[src/rtl/spi_reg_bridge.sv]
// Command/register layer behind an SPI byte interface: each slave-select frame becomes
// a register write burst or read burst with address auto-increment.
module spi_reg_bridge #(
  parameter int unsigned AW     = 7,
  parameter logic [7:0]  STATUS = 8'hA5
) (
  input  logic          sysClk,
  input  logic          usrReset_n,
  input  logic          SS,
  input  logic          rxValid,
  input  logic [7:0]    rx,
  output logic [7:0]    tx,
  output logic          wrEn,
  output logic [AW-1:0] wrAddr,
  output logic [7:0]    wrData,
  output logic [AW-1:0] rdAddr,
  input  logic [7:0]    rdData,
  output logic          busy
);

  typedef enum logic [1:0] {
    IDLE  = 2'd0,
    WRITE = 2'd1,
    READ  = 2'd2,
    HOLD  = 2'd3
  } state_e;

  state_e        state_q,   state_d;
  logic          ss_meta_q, ss_meta_d;
  logic          ss_sync_q, ss_sync_d;
  logic          ss_prev_q, ss_prev_d;
  logic [1:0]    settle_q,  settle_d;
  logic          armed_q,   armed_d;
  logic [AW-1:0] addr_q,    addr_d;
  logic [AW-1:0] rd_addr_q, rd_addr_d;
  logic          rd_upd_q,  rd_upd_d;
  logic [7:0]    tx_q,      tx_d;
  logic          wr_en_q,   wr_en_d;
  logic [AW-1:0] wr_addr_q, wr_addr_d;
  logic [7:0]    wr_data_q, wr_data_d;
  logic          busy_q,    busy_d;

  logic          sync_ok;
  logic          ss_rise;
  logic          byte_ok;
  logic [AW-1:0] rx_addr;

  // The sync flops reset to "inactive", so their output only reflects the pin once
  // settle_q has filled. A frame is honoured only if SS was seen high first (armed_q).
  assign sync_ok = settle_q[1];
  assign ss_rise = ss_sync_q & ~ss_prev_q;
  assign byte_ok = rxValid & sync_ok & armed_q & ~ss_sync_q;
  assign rx_addr = rx[AW-1:0];

  always_comb begin
    // NOTE: every signal written here gets a default first, so no path can leave one
    // unassigned and infer a latch.
    state_d   = state_q;
    ss_meta_d = SS;
    ss_sync_d = ss_meta_q;
    ss_prev_d = ss_sync_q;
    settle_d  = {settle_q[0], 1'b1};
    armed_d   = armed_q;
    addr_d    = addr_q;
    rd_addr_d = rd_addr_q;
    rd_upd_d  = 1'b0;
    tx_d      = tx_q;
    wr_en_d   = 1'b0;
    wr_addr_d = wr_addr_q;
    wr_data_d = wr_data_q;

    if (sync_ok && ss_sync_q) armed_d = 1'b1;

    if (ss_rise) begin
      state_d = IDLE;
      tx_d    = STATUS;
    end else begin
      unique case (state_q)
        IDLE: begin
          tx_d = STATUS;
          if (sync_ok && !ss_sync_q && !armed_q) begin
            state_d = HOLD;
          end else if (byte_ok) begin
            if (rx[7]) begin
              state_d   = READ;
              rd_addr_d = rx_addr;
              rd_upd_d  = 1'b1;
              addr_d    = rx_addr + AW'(1);
            end else begin
              state_d = WRITE;
              addr_d  = rx_addr;
            end
          end
        end
        WRITE: begin
          tx_d = STATUS;
          if (byte_ok) begin
            wr_en_d   = 1'b1;
            wr_addr_d = addr_q;
            wr_data_d = rx;
            addr_d    = addr_q + AW'(1);
          end
        end
        READ: begin
          // The bank answers during the cycle after rdAddr moves.
          if (rd_upd_q) tx_d = rdData;
          if (byte_ok) begin
            rd_addr_d = addr_q;
            rd_upd_d  = 1'b1;
            addr_d    = addr_q + AW'(1);
          end
        end
        HOLD: ;
        default: state_d = IDLE;
      endcase
    end

    busy_d = (state_d == WRITE) || (state_d == READ);
  end

  // NOTE: state registers use non-blocking assignments so every flop samples the values
  // computed before this edge, independent of statement order.
  always_ff @(posedge sysClk) begin
    if (!usrReset_n) begin
      state_q   <= IDLE;
      ss_meta_q <= 1'b1;
      ss_sync_q <= 1'b1;
      ss_prev_q <= 1'b1;
      settle_q  <= 2'b00;
      armed_q   <= 1'b0;
      addr_q    <= '0;
      rd_addr_q <= '0;
      rd_upd_q  <= 1'b0;
      tx_q      <= STATUS;
      wr_en_q   <= 1'b0;
      wr_addr_q <= '0;
      wr_data_q <= '0;
      busy_q    <= 1'b0;
    end else begin
      state_q   <= state_d;
      ss_meta_q <= ss_meta_d;
      ss_sync_q <= ss_sync_d;
      ss_prev_q <= ss_prev_d;
      settle_q  <= settle_d;
      armed_q   <= armed_d;
      addr_q    <= addr_d;
      rd_addr_q <= rd_addr_d;
      rd_upd_q  <= rd_upd_d;
      tx_q      <= tx_d;
      wr_en_q   <= wr_en_d;
      wr_addr_q <= wr_addr_d;
      wr_data_q <= wr_data_d;
      busy_q    <= busy_d;
    end
  end

  assign tx     = tx_q;
  assign wrEn   = wr_en_q;
  assign wrAddr = wr_addr_q;
  assign wrData = wr_data_q;
  assign rdAddr = rd_addr_q;
  assign busy   = busy_q;

endmodule

[config.mk]
export PLATFORM = sky130hd
export DESIGN_NAME = spi_reg_bridge
export DESIGN_NICKNAME = d
export VERILOG_FILES = /design/src/rtl/spi_reg_bridge.sv
export SDC_FILE = /design/constraint.sdc
export NUM_CORES = 1
export LEC_CHECK = 0
export BUFFER_PORTS_ARGS = -buffer_cell sky130_fd_sc_hd__buf_2
export CAP_MARGIN = 20
export CORE_ASPECT_RATIO = 0.75
export CORE_MARGIN = 3
export CORE_UTILIZATION = 30
export CTS_CLUSTER_SIZE = 12
export DETAILED_ROUTE_END_ITERATION = 10
export PLACE_DENSITY = 0.5
export SLEW_MARGIN = 10
export SYNTH_ARGS = -nofsm -noshare
export SYNTH_HDL_FRONTEND = slang
export SYNTH_SLANG_ARGS = --single-unit
[constraint.sdc]
create_clock -name sysClk -period 2.3 [get_ports sysClk]
set_clock_uncertainty 0.2 [all_clocks]
set_input_delay 0.46 -clock sysClk [delete_from_list [all_inputs] [get_ports sysClk]]
set_output_delay 0.46 -clock sysClk [all_outputs]
set_load 0.01 [all_outputs]
# Yosys cells after proc, flatten, opt, wreduce, memory -nomap -nowiden
# Index checks and enable logic that the tools add are counted.
# classes
n_mux,23
bitwise,9
n_addsub,2
reduce_logical,18
eq_ne,10
# ops
op,n
2-to-1 mux 7 bit,8
one-hot mux 7 bit (2 select lines),2
one-hot mux 8 bit (2 select lines),1
adder 7 x 1 -> 7 bit (second input constant),2
2-to-1 mux 2 bit,5
!= test 2 bit (second input constant),5
2-to-1 mux 8 bit,1
AND reduction 6 bit,1
nonzero test 2 bit,3
OR reduction 2 bit,3
2-to-1 mux 1 bit,5
NOT 1 bit,5
AND reduction 5 bit,1
bitwise AND 1 bit,4
== test 2 x 1 -> 1 bit (second input constant),2
== test 2 bit (second input constant),2
logical AND 1 bit,3
AND reduction 3 bit,1
OR reduction 3 bit,1
logical NOT 1 bit,2
logical NOT 2 bit,1
!= test 2 x 1 -> 1 bit (second input constant),1
one-hot mux 1 bit (2 select lines),1
AND reduction 2 bit,1
logical OR 1 bit,1
# word_totals
in_bits,20
output_inout_bits,32
word_cells,77
reg_bits,48

# Logic depth before layout (Yosys ltp)
# logic_depth
word_depth,9
depth_mapped,8
ltp_nobuf,6

# Worst setup path after synthesis
# OpenSTA, ideal clock, no wires.
# synth_timing
path_kind,flip-flop to flip-flop
from,register state_q[0]
to,register addr_q[6]
setup_slack_ns,0.195
arrival_time_ns,1.790
t_required_ns,1.985
path_buffers,1
setup_time_ns,0.115
stages_incl_launch_ff,8
synth_period_minus_slack_ns,2.105
path_cell_list,dfxtp_1 -> inv_1 -> ha_1 -> buf_4 -> or2_4 -> a211oi_4 -> a21boi_1 -> o21a_1
# synth_between
elab_chain_cells,4
word_cells_on_any_way,10
cone_classes,eq/ne (5); mux (1); reduce/logical (4)
# synth_lines
element,line_no,rtl
from (decl),28,"state_e state_q, state_d;"
from (signal assigned),140,state_q <= state_d;
== test 2 bit or == test 2 x 1 -> 1 bit (tied branches),78,unique case (state_q)
OR reduction 2 bit (no line),n/a,
!= test 2 x 1 -> 1 bit (no line) or nonzero test 2 bit (tied branches),n/a,
AND reduction 5 bit (no line),n/a,
to (signal assigned),146,addr_q <= addr_d;
to (decl),34,"logic [AW-1:0] addr_q, addr_d;"
# Parallel ways exist; a longest one is shown, timed or not.
# A chain may end at the register's enable or synchronous reset.

# Worst setup path in the final report
# layout_timing
from,register state_q[0]
to,register addr_q[5]
# The elaborated chain is that of the path after synthesis.

==> results.json <==
{
  "yosysMostFrequentCell": "nand2_1",
  "min_period_ps": 2170,
  "slowest_delay_ps": 440,
  "std_cell_rows": 26,
  "clk_latency_ps": 300,
  "regArea_um2": 961,
  "finalCritPeriodShare_pct": 94.3,
  "syn-cell-area_mm2": 0.00230,
  "ys.flop_type": "dfxtp_1",
  "crit_required_ps": 2320,
  "status": "completed",
  "avgSynthCellArea_um2": 8.97,
  "setup_viol": 0,
  "antennaDiodeCount": 0,
  "drc": 0,
  "placed_cells_incl_taps": 398,
  "grt_pass1_vias": 1802,
  "power_mw": 1.66,
  "reg2reg_depth": 6,
  "drtAntennaViolNets": 0,
  "rrSetupSlack_ps": 130,
  "synth-async-reset-ratio_pct": 0,
  "path_max_fanout": 10,
  "start_util_pct": 32.2,
  "postCtsSetupBuffers": 0,
  "clk_path_buf_depth": 2,
  "nets": 333,
  "synth_seq_area_share_pct": 41.8,
  "min_from": "SS",
  "ys_ff_latch": 48,
  "grt_overflow": 0,
  "hold_class": "in -> reg",
  "final_cell_count_no_fill": 406,
  "yosysWarnings": 0,
  "h-tree-depth": 2,
  "clock_sinks": 48,
  "synth_area_leaders": "dfxtp_1 42%, nand2_1 8.5%, mux2i_1 4.8%, a21boi_0 4.6%, o211a_1 3.9%",
  "p_leak_nw": 1.20,
  "slew_headroom_pct": 64.9,
  "crit_chain": "inv_1, ha_1, or2_4, a211oi_4, a21oi_1, a211oi_2",
  "clk_pin_slew_worst_paths_ps": 90,
  "die_x_um": 107,
  "r2r_end": "addr_q[5]",
  "hpwl_um": 4220,
  "die_area_mm2": 0.00875,
  "cp-end-kind": "flop",
  "avgViaCountPerCell": 4.76,
  "synth_nets": 282,
  "crit_slowest_cell": "a211oi_4",
  "fill_cells": 753,
  "cts_resized": 0,
  "area_delta_synth_final_pct": 21.2,
  "place_congestion": 0.784,
  "multiInputGateArea_mm2": 0.00124,
  "path_class": "reg -> reg",
  "io_pins": 52,
  "synth_top_area_share_pct": 41.8,
  "tightest_slew_ps": 525,
  "grtUsageTotal_pct": 13.6,
  "fmax_mhz": 461,
  "grt_max_degree": 23,
  "drive_gt1_share_pct": 24.4,
  "power_density_mw_per_mm2": 595,
  "critPathBufInv": 1,
  "root_buffer": "clkbuf_8",
  "max_cap_viol_count": 0,
  "hold_ws_ps": 137,
  "cts_tree": "built",
  "num_vias": 1932,
  "worst_setup_path_start_kind": "flop",
  "dr.pass1.iters": 4,
  "grt_pass1_wl_um": 9400,
  "rr_startpoint": "state_q[0]",
  "final_core_util_pct": 39.1,
  "hold_path_end": "ss_meta_q",
  "yosys.area.top_type": "dfxtp_1",
  "setup_tns_ps": 0,
  "routed_wirelength_um": 5730,
  "drv_slew": 0,
  "hold_viol": 0,
  "cp.arrival_ps": 2180,
  "antenna_found_initial": 0,
  "core_region_area_mm2": 0.00712,
  "synth_edf_count": 0,
  "vdd.ir_drop.worst_v": 0.000248,
  "drt_iter0_drc": 77,
  "io_buffer_count": 51,
  "synthCells": 256,
  "holdPathStages": 2,
  "synth_common_cells": "52 x nand2_1, 48 x dfxtp_1, 14 x a21boi_0, 12 x o21ai_0",
  "rsz0062_at_grt": "no",
  "postCtsHoldBufs": 0,
  "cts_buffers": 5,
  "cp_top_family": "compound AO/OA/AOI/OAI gates",
  "dieHeight_um": 81.8,
  "routedWlPerCell_um": 14.1,
  "synth_cell_type_count": 45
}
[per-layer routing]
metal	GRT usage, %	up-vias	wire [µm]
met5	0	-	0
met4	2.68	0	38
met3	3.46	5	263
met2	17.5	45	2110
met1	21.9	882	3320
li1	-	1000	-
[area by class of cell]
type,count,area share [%]
repair buffers,59,11.3
clock buffers,7,3.46
multi-input cells,188,44.6
inverters,5,0.674
flip-flops and latches,48,34.5
well taps,98,4.40
clock inverters,1,1.08
[flip-flops by register name, summed over array words and instances, names as in the netlist]
register / cells
addr_q: 7
armed_q: 1
busy: 1
rdAddr: 7
rd_upd_q: 1
settle_q: 2
ss_meta_q: 1
ss_prev_d: 1
ss_prev_q: 1
state_q: 2
tx: 8
wrAddr: 7
wrData: 8
wrEn: 1
[through the flow]
step                      cell area (µm²)  setup slack [ps]
after floorplan                      2300               195
after global placement               2660               207
final                                2790               132
after global routing                 2790              19.6
after detailed placement             2660               137
after CTS                            2790               116
[worst max path at each step]
stage / start / depth (start not counted) / endpoint
floorplan: state_q[0] / 7 / addr_q[6]
global placement: state_q[0] / 6 / addr_q[6]
detailed placement: state_q[0] / 6 / addr_q[5]
CTS: state_q[0] / 6 / addr_q[5]
global route: state_q[0] / 6 / addr_q[5]
finish: state_q[0] / 6 / addr_q[5]
[power breakdown]
group,switching (mW),internal (mW)
Sequential,0.0130,0.841
Clock,0.291,0.384
Combinational,0.0730,0.0551
[kinds of logic after synthesis]
| group | count (synthesis) | synth area share [%] |
|---|---|---|
| AND/OR/NAND/NOR | 102 | 21.8 |
| flip-flops | 48 | 41.8 |
| adder cells (fa/ha/maj) | 6 | 3.27 |
| buffers and inverters | 20 | 4.14 |
| AO/OA/AOI/OAI | 65 | 22.6 |
| XOR/XNOR | 4 | 1.53 |
| multiplexers | 11 | 4.79 |
[placed cells by master, fill, tap and decap left out, types with 3 or more instances in the layout]
| cell | instances |
|---|---|
| nand2b_1 | 7 |
| ha_1 | 6 |
| nor2_1 | 11 |
| o211a_1 | 9 |
| buf_2 | 51 |
| dfxtp_1 | 48 |
| buf_4 | 8 |
| mux2i_1 | 11 |
| inv_1 | 5 |
| a21boi_1 | 4 |
| clkbuf_8 | 7 |
| o21a_1 | 4 |
| a21oi_1 | 7 |
| nor2b_1 | 4 |
| nand4_1 | 4 |
| nor3_1 | 3 |
| a21boi_0 | 14 |
| o21ai_0 | 12 |
| nand3_1 | 6 |
| nand3b_1 | 6 |
| and2_1 | 3 |
| nand2_1 | 52 |
No activity file was read; power rests on OpenSTA's default activity.
